### src/rtl/adc_pkg.sv
// Shared definitions for the serial ADC responder slice: FSM state
// encoding, mux-address codes and the default conversion width.
// Optional build macro: ADC_LSB_TRAILER_EN adds the TRAIL state.
package adc_pkg;

   localparam int unsigned ADC_DATA_W = 8;

   typedef enum logic [2:0] {
      IDLE,
      START,
      MUX,
      NULL,
      SHIFT,
`ifdef ADC_LSB_TRAILER_EN
      TRAIL,
`endif
      DONE
   } state_t;

   // {SGL,ODD} address codes sent by the master
   localparam logic [1:0] MUX_SGL_CH0 = 2'b10;
   localparam logic [1:0] MUX_SGL_CH1 = 2'b11;
   localparam logic [1:0] MUX_DIF_01  = 2'b00;
   localparam logic [1:0] MUX_DIF_10  = 2'b01;

endpackage

### src/rtl/adc_serial_responder_if.sv
// Serial link between the ADC reader (master) and the responder (slave).
interface adc_serial_responder_if;

   logic cs_n;
   logic sclk;
   logic sdi;
   logic sdo;
   logic sdo_oe;

   modport master (output cs_n, output sclk, output sdi, input sdo, input sdo_oe);
   modport slave  (input cs_n, input sclk, input sdi, output sdo, output sdo_oe);

endinterface

### src/rtl/adc_edge_sync.sv
// Multi-stage synchronizer for an asynchronous input with rise/fall
// pulse detection on the synchronized level.
module adc_edge_sync #(
   parameter int unsigned SYNC_STAGES = 2,
   parameter logic        RST_VAL     = 1'b0
) (
   input  logic clk,
   input  logic rst,
   input  logic din,
   output logic level,
   output logic rise,
   output logic fall
);

   logic [SYNC_STAGES-1:0] chain;
   logic                   prev;

   // synchronizer chain plus one-cycle history of its output
   always_ff @(posedge clk) begin
      if (rst) begin
         chain <= {SYNC_STAGES{RST_VAL}};
         prev  <= RST_VAL;
      end else begin
         chain <= {chain[SYNC_STAGES-2:0], din};
         prev  <= chain[SYNC_STAGES-1];
      end
   end

   assign level = chain[SYNC_STAGES-1];
   assign rise  = level & ~prev;
   assign fall  = ~level & prev;

endmodule

### src/rtl/adc_serial_responder.sv
// Slave end of the dual-channel serial ADC link: decodes start bit and
// {SGL,ODD} address, then returns a null bit and the selected word MSB-first.
// Optional build macro: ADC_LSB_TRAILER_EN repeats D1..D(DATA_W-1) LSB-first.
module adc_serial_responder
   import adc_pkg::*;
#(
   parameter int unsigned DATA_W      = ADC_DATA_W,
   parameter int unsigned SYNC_STAGES = 2
) (
   input  logic                  clk,
   input  logic                  rst,
   adc_serial_responder_if.slave link,
   input  logic [DATA_W-1:0]     sample_ch0,
   input  logic [DATA_W-1:0]     sample_ch1,
   output logic [1:0]            mux_sel,
   output logic                  busy,
   output logic                  frame_done,
   output logic                  frame_err
);

   localparam int unsigned CNT_W = $clog2(DATA_W + 1);

   logic              cs_s, sclk_rise, sclk_fall, sdi_s;
   state_t            state;
   logic [CNT_W-1:0]  bit_cnt;
   logic [DATA_W-1:0] shreg;
   logic [DATA_W-1:0] sel_word;
   logic [DATA_W:0]   diff;
   logic              sgl_bit;
   logic              odd_phase;
   logic              sdo, sdo_oe;

   adc_edge_sync #(.SYNC_STAGES(SYNC_STAGES), .RST_VAL(1'b1)) u_cs_sync (
      .clk(clk), .rst(rst), .din(link.cs_n), .level(cs_s), .rise(), .fall()
   );

   adc_edge_sync #(.SYNC_STAGES(SYNC_STAGES), .RST_VAL(1'b0)) u_sclk_sync (
      .clk(clk), .rst(rst), .din(link.sclk), .level(), .rise(sclk_rise), .fall(sclk_fall)
   );

   adc_edge_sync #(.SYNC_STAGES(SYNC_STAGES), .RST_VAL(1'b0)) u_sdi_sync (
      .clk(clk), .rst(rst), .din(link.sdi), .level(sdi_s), .rise(), .fall()
   );

   // word selected by {SGL, current sdi}; differences saturate at zero
   always_comb begin
      diff = '0;
      case ({sgl_bit, sdi_s})
         MUX_DIF_01: diff = {1'b0, sample_ch0} - {1'b0, sample_ch1};
         MUX_DIF_10: diff = {1'b0, sample_ch1} - {1'b0, sample_ch0};
         default:    diff = '0;
      endcase
      case ({sgl_bit, sdi_s})
         MUX_SGL_CH0: sel_word = sample_ch0;
         MUX_SGL_CH1: sel_word = sample_ch1;
         default:     sel_word = diff[DATA_W] ? '0 : diff[DATA_W-1:0];
      endcase
   end

   // frame sequencer; shreg is rotated rather than shifted so the word is
   // intact again after the MSB-first pass (needed for the LSB trailer)
   always_ff @(posedge clk) begin
      if (rst) begin
         state      <= IDLE;
         bit_cnt    <= '0;
         shreg      <= '0;
         sgl_bit    <= 1'b0;
         odd_phase  <= 1'b0;
         mux_sel    <= 2'b00;
         sdo        <= 1'b0;
         sdo_oe     <= 1'b0;
         frame_done <= 1'b0;
         frame_err  <= 1'b0;
      end else begin
         frame_done <= 1'b0;
         frame_err  <= 1'b0;
         if (cs_s && state != IDLE && state != DONE) begin
            state     <= IDLE;
            sdo       <= 1'b0;
            sdo_oe    <= 1'b0;
            frame_err <= 1'b1;
         end else begin
            case (state)
               IDLE: begin
                  sdo_oe <= 1'b0;
                  sdo    <= 1'b0;
                  if (!cs_s) state <= START;
               end
               START: begin
                  if (sclk_rise && sdi_s) begin
                     state     <= MUX;
                     odd_phase <= 1'b0;
                  end
               end
               MUX: begin
                  if (sclk_rise) begin
                     if (!odd_phase) begin
                        sgl_bit   <= sdi_s;
                        odd_phase <= 1'b1;
                     end else begin
                        mux_sel <= {sgl_bit, sdi_s};
                        shreg   <= sel_word;
                        state   <= NULL;
                     end
                  end
               end
               NULL: begin
                  if (sclk_fall) begin
                     sdo_oe  <= 1'b1;
                     sdo     <= 1'b0;
                     bit_cnt <= '0;
                     state   <= SHIFT;
                  end
               end
               SHIFT: begin
                  if (sclk_fall) begin
                     if (bit_cnt != CNT_W'(DATA_W)) begin
                        sdo     <= shreg[DATA_W-1];
                        shreg   <= {shreg[DATA_W-2:0], shreg[DATA_W-1]};
                        bit_cnt <= bit_cnt + 1'b1;
                     end else begin
`ifdef ADC_LSB_TRAILER_EN
                        sdo     <= shreg[1];
                        shreg   <= {shreg[0], shreg[DATA_W-1:1]};
                        bit_cnt <= CNT_W'(1);
                        state   <= TRAIL;
`else
                        sdo        <= 1'b0;
                        sdo_oe     <= 1'b0;
                        frame_done <= 1'b1;
                        state      <= DONE;
`endif
                     end
                  end
               end
`ifdef ADC_LSB_TRAILER_EN
               TRAIL: begin
                  if (sclk_fall) begin
                     if (bit_cnt != CNT_W'(DATA_W - 1)) begin
                        sdo     <= shreg[1];
                        shreg   <= {shreg[0], shreg[DATA_W-1:1]};
                        bit_cnt <= bit_cnt + 1'b1;
                     end else begin
                        sdo        <= 1'b0;
                        sdo_oe     <= 1'b0;
                        frame_done <= 1'b1;
                        state      <= DONE;
                     end
                  end
               end
`endif
               DONE: begin
                  sdo    <= 1'b0;
                  sdo_oe <= 1'b0;
                  if (cs_s) state <= IDLE;
               end
               default: state <= IDLE;
            endcase
         end
      end
   end

   assign busy        = (state != IDLE);
   assign link.sdo    = sdo;
   assign link.sdo_oe = sdo_oe;

endmodule

### src/flat_wrapper.sv
// flat-port wrapper written by rule: the top's interface ports become plain ports
module adc_serial_responder_flat import adc_pkg::*;
#(
   parameter int unsigned DATA_W      = ADC_DATA_W,
   parameter int unsigned SYNC_STAGES = 2
)
  (clk, rst, sample_ch0, sample_ch1, mux_sel, busy, frame_done, frame_err, link_cs_n, link_sclk, link_sdi, link_sdo, link_sdo_oe);
  adc_serial_responder_if link_i ();
  input  logic clk;
  input  logic rst;
  input  logic [DATA_W-1:0] sample_ch0;
  input  logic [DATA_W-1:0] sample_ch1;
  output logic [1:0] mux_sel;
  output logic busy;
  output logic frame_done;
  output logic frame_err;
  input wire logic [$bits(link_i.cs_n)-1:0] link_cs_n;
  input wire logic [$bits(link_i.sclk)-1:0] link_sclk;
  input wire logic [$bits(link_i.sdi)-1:0] link_sdi;
  output wire logic [$bits(link_i.sdo)-1:0] link_sdo;
  output wire logic [$bits(link_i.sdo_oe)-1:0] link_sdo_oe;
  assign link_i.cs_n = link_cs_n;
  assign link_i.sclk = link_sclk;
  assign link_i.sdi = link_sdi;
  assign link_sdo = link_i.sdo;
  assign link_sdo_oe = link_i.sdo_oe;
  adc_serial_responder #(.DATA_W(DATA_W), .SYNC_STAGES(SYNC_STAGES)) u_core (.clk(clk), .rst(rst), .link(link_i), .sample_ch0(sample_ch0), .sample_ch1(sample_ch1), .mux_sel(mux_sel), .busy(busy), .frame_done(frame_done), .frame_err(frame_err));
endmodule
### config.mk
export PLATFORM = sky130hd
export DESIGN_NAME = adc_serial_responder_flat
export DESIGN_NICKNAME = d
export VERILOG_FILES = /design/src/rtl/adc_pkg.sv /design/src/rtl/adc_serial_responder_if.sv /design/src/rtl/adc_edge_sync.sv /design/src/rtl/adc_serial_responder.sv /design/src/flat_wrapper.sv
export SDC_FILE = /design/constraint.sdc
export NUM_CORES = 1
export LEC_CHECK = 0
export ABC_AREA = 1
export ABC_CLOCK_PERIOD_IN_PS = 2160
export CAP_MARGIN = 20
export CORE_MARGIN = 4
export CORE_UTILIZATION = 57
export CTS_CLUSTER_SIZE = 40
export DETAILED_ROUTE_END_ITERATION = 7
export PLACE_DENSITY = 0.88
export SLEW_MARGIN = 20
export SYNTH_ARGS = -nofsm -noshare
export SYNTH_HDL_FRONTEND = slang
export SYNTH_HIERARCHICAL = 1
export SYNTH_SLANG_ARGS = --single-unit
### constraint.sdc
create_clock -name clk -period 2.16 [get_ports clk]
set_input_delay 0.324 -clock clk [delete_from_list [all_inputs] [get_ports clk]]
set_output_delay 0.324 -clock clk [all_outputs]
set_load 0.02 [all_outputs]
==> metrics.txt, run 1 <==
total routed wirelength=5960 um; area grow syn2layout=27.5%; Die Span X=72.9 um; crit path capture=u_core/shreg[7]; Slowest cell on crit path=clkdlybuf4s50_1; largest net degree at the start of global routing=13; GRT met1 Usage=approximately 29%; clock sinks=30; site row count=23; clock skew=between 0.003 and 0.004 ns; Final ANT Viol Nets=0; final net count=around 470; Fmax achieved=0.494 GHz; CP max stage delay=0.49 ns; crit path max fanout=6; Avg Inst Size Synth=between 6 and 7 um2; drt pass-1 iters=5; P_leak=approximately 1.5 nW; Pwr Density=approximately 940 nW/um2; Yosys warning total=6; GR Util met2=between 40% and 50%; Max Cap Viol=0; status=finished clean; vias in the first global route=~2400; Pwr Total=between 2 and 3 mW; critical path arrival=between 2 and 2.5 ns; full die area=approximately 5300 um2; clock buffer depth=2; Avg WL per Cell=12.4 um; Final Critical Period=around 2.0 ns; Critical Path RT=2.38 ns; worst path cell trace=clkdlybuf4s50_1, inv_1, ha_1, nand2_1, nor2_1, nand3_1, nand3_1, nand2_2, nor2_2, nand2_1, nand2_1, nand2_1, a21oi_1; final worst slack=~0.13 ns; Setup crit start kind=input pin; CP startpoint=sample_ch0[7]; Clock Latency Late Sink=~0.28 ns; syn_nets=approximately 410; share of post-route cells with drive strength above 1=18.3%; final period utilization=93.8%; Worst R2R Start=u_core/state[1]; reg-to-reg slack, setup=between 0.2 and 0.3 ns; Mapped Cells=371; Peak VDD IR=slightly below 0.9 mV; Most Used Layer, Global Route=met2; DR vias=2566; crit-path most repeated cell=nand2_1; CTS tree=built; Die Ht=between 70 and 80 um; post-place setup slack=-0.242 ns; Reg clk slew, reported paths=around 0.060 ns; total grt overflow=0; total CTS buffers=5; H-tree Lvls=2; GPL Wtd Cong=0.901; DR vias/cell=between 5 and 6; global-route wire length before repair=9890 um; number of DRC markers in iteration 0=approximately 170; cell area after synthesis=roughly 2400 um2; clock root buffer master=clkbuf_8; port buffer count=27; Crit. End Element=flip-flop; starting density of the core=59.6%; Hold Fails Final Rpt=0; Final Setup Violations=0; I/O pins=28; number of diodes=0; global-route met3 utilization=3.58%; worst flop-to-flop path endpoint=u_core/bit_cnt[2]; worst slew pin tran=around 0.52 ns; Reg2Reg Depth=9; min-delay worst type=reg -> reg; HP Start=u_core/u_sdi_sync/chain[0]; All-Layer GR Usage=a little under a quarter; Max Slew Vio Count=0; DRC=0; Worst slew margin=65.5%; crit path kind=in -> reg; number of antenna violations at the first check in global routing=0; Detailed Place HPWL=between 4000 and 5000 um; Core ar.=4030 um2
==> worst min-delay path by stage <==
stage,to,slack (ns),depth (start not counted)
finish,u_core/u_sdi_sync/chain[1],0.40,2
global route,u_core/u_sclk_sync/chain[1],0.42,2
CTS,u_core/u_sdi_sync/chain[1],0.41,2
detailed placement,u_core/u_sdi_sync/chain[1],0.40,2
global placement,u_core/u_sdi_sync/chain[1],0.39,2
floorplan,u_core/u_cs_sync/chain[1],0.39,2
==> state kept, by name, indices dropped and copies added (netlist names) <==
signal / count
u_core/state: 3
u_core/u_cs_sync/chain: 2
u_core/u_sdi_sync/chain: 2
u_core/shreg: 8
u_core/mux_sel: 2
u_core/frame_done: 1
u_core/bit_cnt: 4
u_core/sgl_bit: 1
u_core/u_sclk_sync/chain: 2
u_core/link.sdo: 1
u_core/link.sdo_oe: 1
u_core/frame_err: 1
u_core/odd_phase: 1
u_core/u_sclk_sync/prev: 1
==> cell usage in the layout, fill, tap and decap left out, drive strengths merged, types with 7 or more instances in the layout <==
cell	instances
a21oi	23
a221oi	7
buf	29
clkdlybuf4s50	25
dfxtp	30
ha	20
inv	76
nand2	93
nand3	32
nor2	35
nor3	7
o21ai	25
==> worst max-delay path: cells and delay by family <==
kind	cells	cell delay [ns]
fa+ha+maj	1	0.36
compound gates	1	0.11
buf+inv	2	0.54
simple gates	9	0.89
==> per-stage QoR <==
| stage | instances | setup TNS (ns) | utilization, % | hold WS [ns] | area (um2) |
|---|---|---|---|---|---|
| 2_1_floorplan | 371 | 0 | - | 0.387 | 2400 |
| 3_3_place_gp | 473 | -1.29 | 72.6 | 0.389 | 2930 |
| 3_5_place_dp | 473 | -1.83 | 72.6 | 0.397 | 2930 |
| 4_1_cts | 481 | 0 | 75.4 | 0.406 | 3040 |
| 5_1_grt | 481 | -0.224 | 76.0 | 0.424 | 3060 |
| 6_report | 481 | 0 | 76.0 | 0.404 | 3060 |
==> layer usage <==
metal | vias to the layer above | part of all wire (%)
met3 | 10 | 5.3
met2 | 77 | 50
met1 | 1168 | 43
met4 | 0 | 1.6
li1 | 1311 | -
met5 | - | 0
==> layout make-up <==
class	count	area (um2)
Multi-Input combinational cell	261	1510
Fill cell	321	967
Sequential cell	30	601
Timing Repair Buffer	56	493
Inverter	76	285
Clock buffer	5	68.8
Tap cell	50	62.6
Clock inverter	3	45.0
==> where the power goes <==
group | switching (mW) | internal (mW) | total, mW
combinational | 1.00 | 0.572 | 1.58
clock | 0.216 | 0.342 | 0.559
sequential | 0.0825 | 0.657 | 0.740
==> repair_timing <==
item | 4_1_cts | 5_1_grt
hold buffers | 0 | 0
resized for setup | 0 | 12
setup buffers | 0 | 0
setup endpoints to repair | 0 | 8
Note: power is estimated with default switching activity, not from simulation.
==> inputs of run 2 (changes only) <==
--- a/config.mk
+++ b/config.mk
@@ -12,6 +12,7 @@
 export CORE_UTILIZATION = 57
 export CTS_CLUSTER_SIZE = 40
 export DETAILED_ROUTE_END_ITERATION = 7
+export MAX_ROUTING_LAYER = met4
 export PLACE_DENSITY = 0.88
 export SLEW_MARGIN = 20
 export SYNTH_ARGS = -nofsm -noshare
==> metrics.txt, run 2 (synthesis results as in run 1) <==
CP startpoint=sample_ch0[1] (was sample_ch0[7]); Final Critical Period=2.10 ns (was 2.03 ns); clock sinks=30 (unchanged); Max Slew Vio Count=0 (unchanged); biggest regs=u_core/shreg (8), u_core/bit_cnt (4), u_core/state (3) (unchanged); most common cell after layout, fill and taps aside=nand2_1 (unchanged); GPL Wtd Cong=0.933 (was 0.901); port buffer count=27 (unchanged); Crit. End Element=flip-flop (unchanged); Worst R2R Start=u_core/state[1] (unchanged); worst flop-to-flop path endpoint=u_core/bit_cnt[0] (was u_core/bit_cnt[2]); setup_tns=0 ns (unchanged); non-filler instance count after layout=482 (was 481); metal2 WL=2980 um (was 2960 um); starting density of the core=59.6% (unchanged); Worst slew margin=62.0% (was 65.5%); Filler Cells Inserted=306 (was 321); Die Span X=72.9 um (unchanged); Clock Latency Late Sink=0.28 ns (about the same); most frequent cells in the layout=nand2_1, inv_1, nand3_1 (unchanged); Detailed Place HPWL=4630 um (was 4690 um); area grow syn2layout=27.6% (was 27.5%); status=finished clean (unchanged); WHS Path Cells=2 (unchanged); Core ar.=4030 um2 (unchanged); CTS tree=built (unchanged); drt pass-1 iters=5 (unchanged); clock skew=0.00706 ns (was 0.00365 ns); Pwr Density=910 nW/um2 (was 939 nW/um2); max layer used=met4 (unchanged); hold slack=0.405 ns (was 0.404 ns); largest net degree at the start of global routing=13 (unchanged); clock root buffer master=clkbuf_8 (unchanged); final net count=474 (was 473); site row count=23 (unchanged); Hold Fails Final Rpt=0 (unchanged); number of DRC markers in iteration 0=186 (was 172); crit path kind=in -> reg (unchanged); HP Start=u_core/u_sdi_sync/chain[0] (unchanged); total CTS buffers=5 (unchanged); number of diodes=0 (unchanged); I/O pins=28 (unchanged); DRC=0 (unchanged); reg-to-reg slack, setup=0.19 ns (was 0.25 ns); min-delay worst type=reg -> reg (unchanged); Pwr Total=2.79 mW (was 2.88 mW); Hold Crit Endpoint=u_core/u_sdi_sync/chain[1] (unchanged); clock buffer depth=2 (unchanged); total routed wirelength=5960 um (about the same); Setup crit start kind=input pin (unchanged); max reg flops=8 (unchanged); vias in the first global route=2422 (was 2374); total grt overflow=0 (unchanged); DR vias/cell=5.42 (was 5.33); Peak VDD IR=0.937 mV (was 0.892 mV); Critical Path RT=2.31 ns (was 2.38 ns); DR vias=2613 (was 2566); Reg2Reg Depth=8 (was 9); full die area=5310 um2 (unchanged); global-route wire length before repair=10100 um (was 9890 um); Fmax achieved=0.476 GHz (was 0.494 GHz); P_leak=1.55 nW (was 1.54 nW); critical path arrival=2.25 ns (was 2.24 ns); Top reg by flops=u_core/shreg (unchanged); met1 wire length=2510 um (was 2580 um); Die Ht=72.9 um (unchanged); # placed instances=474 (was 473); Max Cap Viol=0 (unchanged); Avg WL per Cell=12.4 um (about the same); number of antenna violations at the first check in global routing=0 (unchanged); final period utilization=97.2% (was 93.8%); Reg clk slew, reported paths=0.06 ns (about the same); met3 WL=393 um (was 318 um); Final Setup Violations=0 (unchanged); crit path max fanout=4 (was 6); All-Layer GR Usage=24.2% (was 23.3%); share of post-route cells with drive strength above 1=18.8% (was 18.3%); Final ANT Viol Nets=0 (unchanged); H-tree Lvls=2 (unchanged); worst slew pin tran=0.569 ns (was 0.517 ns)
-- run 2: metal layers --
layer	vias to the layer above	GRT usage (%)
li1	1307	-
met1	1194	29.5
met2	100	40.0
met3	12	4.27
met4	0	9.02
met5	-	-
-- run 2: final cells by class --
cell class	instances	area (um2)	share of cell area, %
clock buffers	6	82.6	2.70
clock inverters	2	12.5	0.408
inverters	76	285	9.31
multi-input cells	261	1520	49.6
flip-flops and latches	30	601	19.6
well taps	50	62.6	2.04
repair buffers	57	500	16.3
-- run 2: worst max path at each step --
| stage | to | slack [ns] |
|---|---|---|
| final | u_core/shreg[0] | 0.06 |
| after detailed placement | u_core/shreg[4] | -0.28 |
| after global routing | u_core/shreg[3] | -0.01 |
| after CTS | u_core/shreg[0] | 0.004 |
| after global placement | u_core/shreg[1] | -0.18 |
| after floorplan | u_core/shreg[3] | 0.41 |
-- run 2: power by group --
part           internal (mW)  switching (mW)
registers              0.658          0.0833
clock network          0.255           0.201
logic                  0.577            1.01
total                   1.49            1.30
-- run 2: repair_timing --
item	in CTS	in global routing
pin swaps	0	1
setup buffers	0	0
endpoints found under the hold margin	0	0
hold buffers	0	0
endpoints found under the setup margin	2	8
resized for setup	1	13
-- run 2: per-stage QoR --
step	area (um2)	setup WS [ns]	util [%]
2_1_floorplan	2400	0.406	-
3_3_place_gp	2930	-0.180	72.8
3_5_place_dp	2930	-0.276	72.8
4_1_cts	3030	0.00434	75.2
5_1_grt	3060	-0.0117	76.0
6_report	3060	0.0610	76.0
-- run 2: critical path: stages --
cell	delay, ns
clkdlybuf4s50_1	0.48
inv_1	0.07
fa_1	0.47
nand2_2	0.10
nand2_2	0.09
nand3_1	0.11
nand3_1	0.10
nand2_2	0.13
nor3_1	0.07
o21ai_0	0.21
a21oi_1	0.11
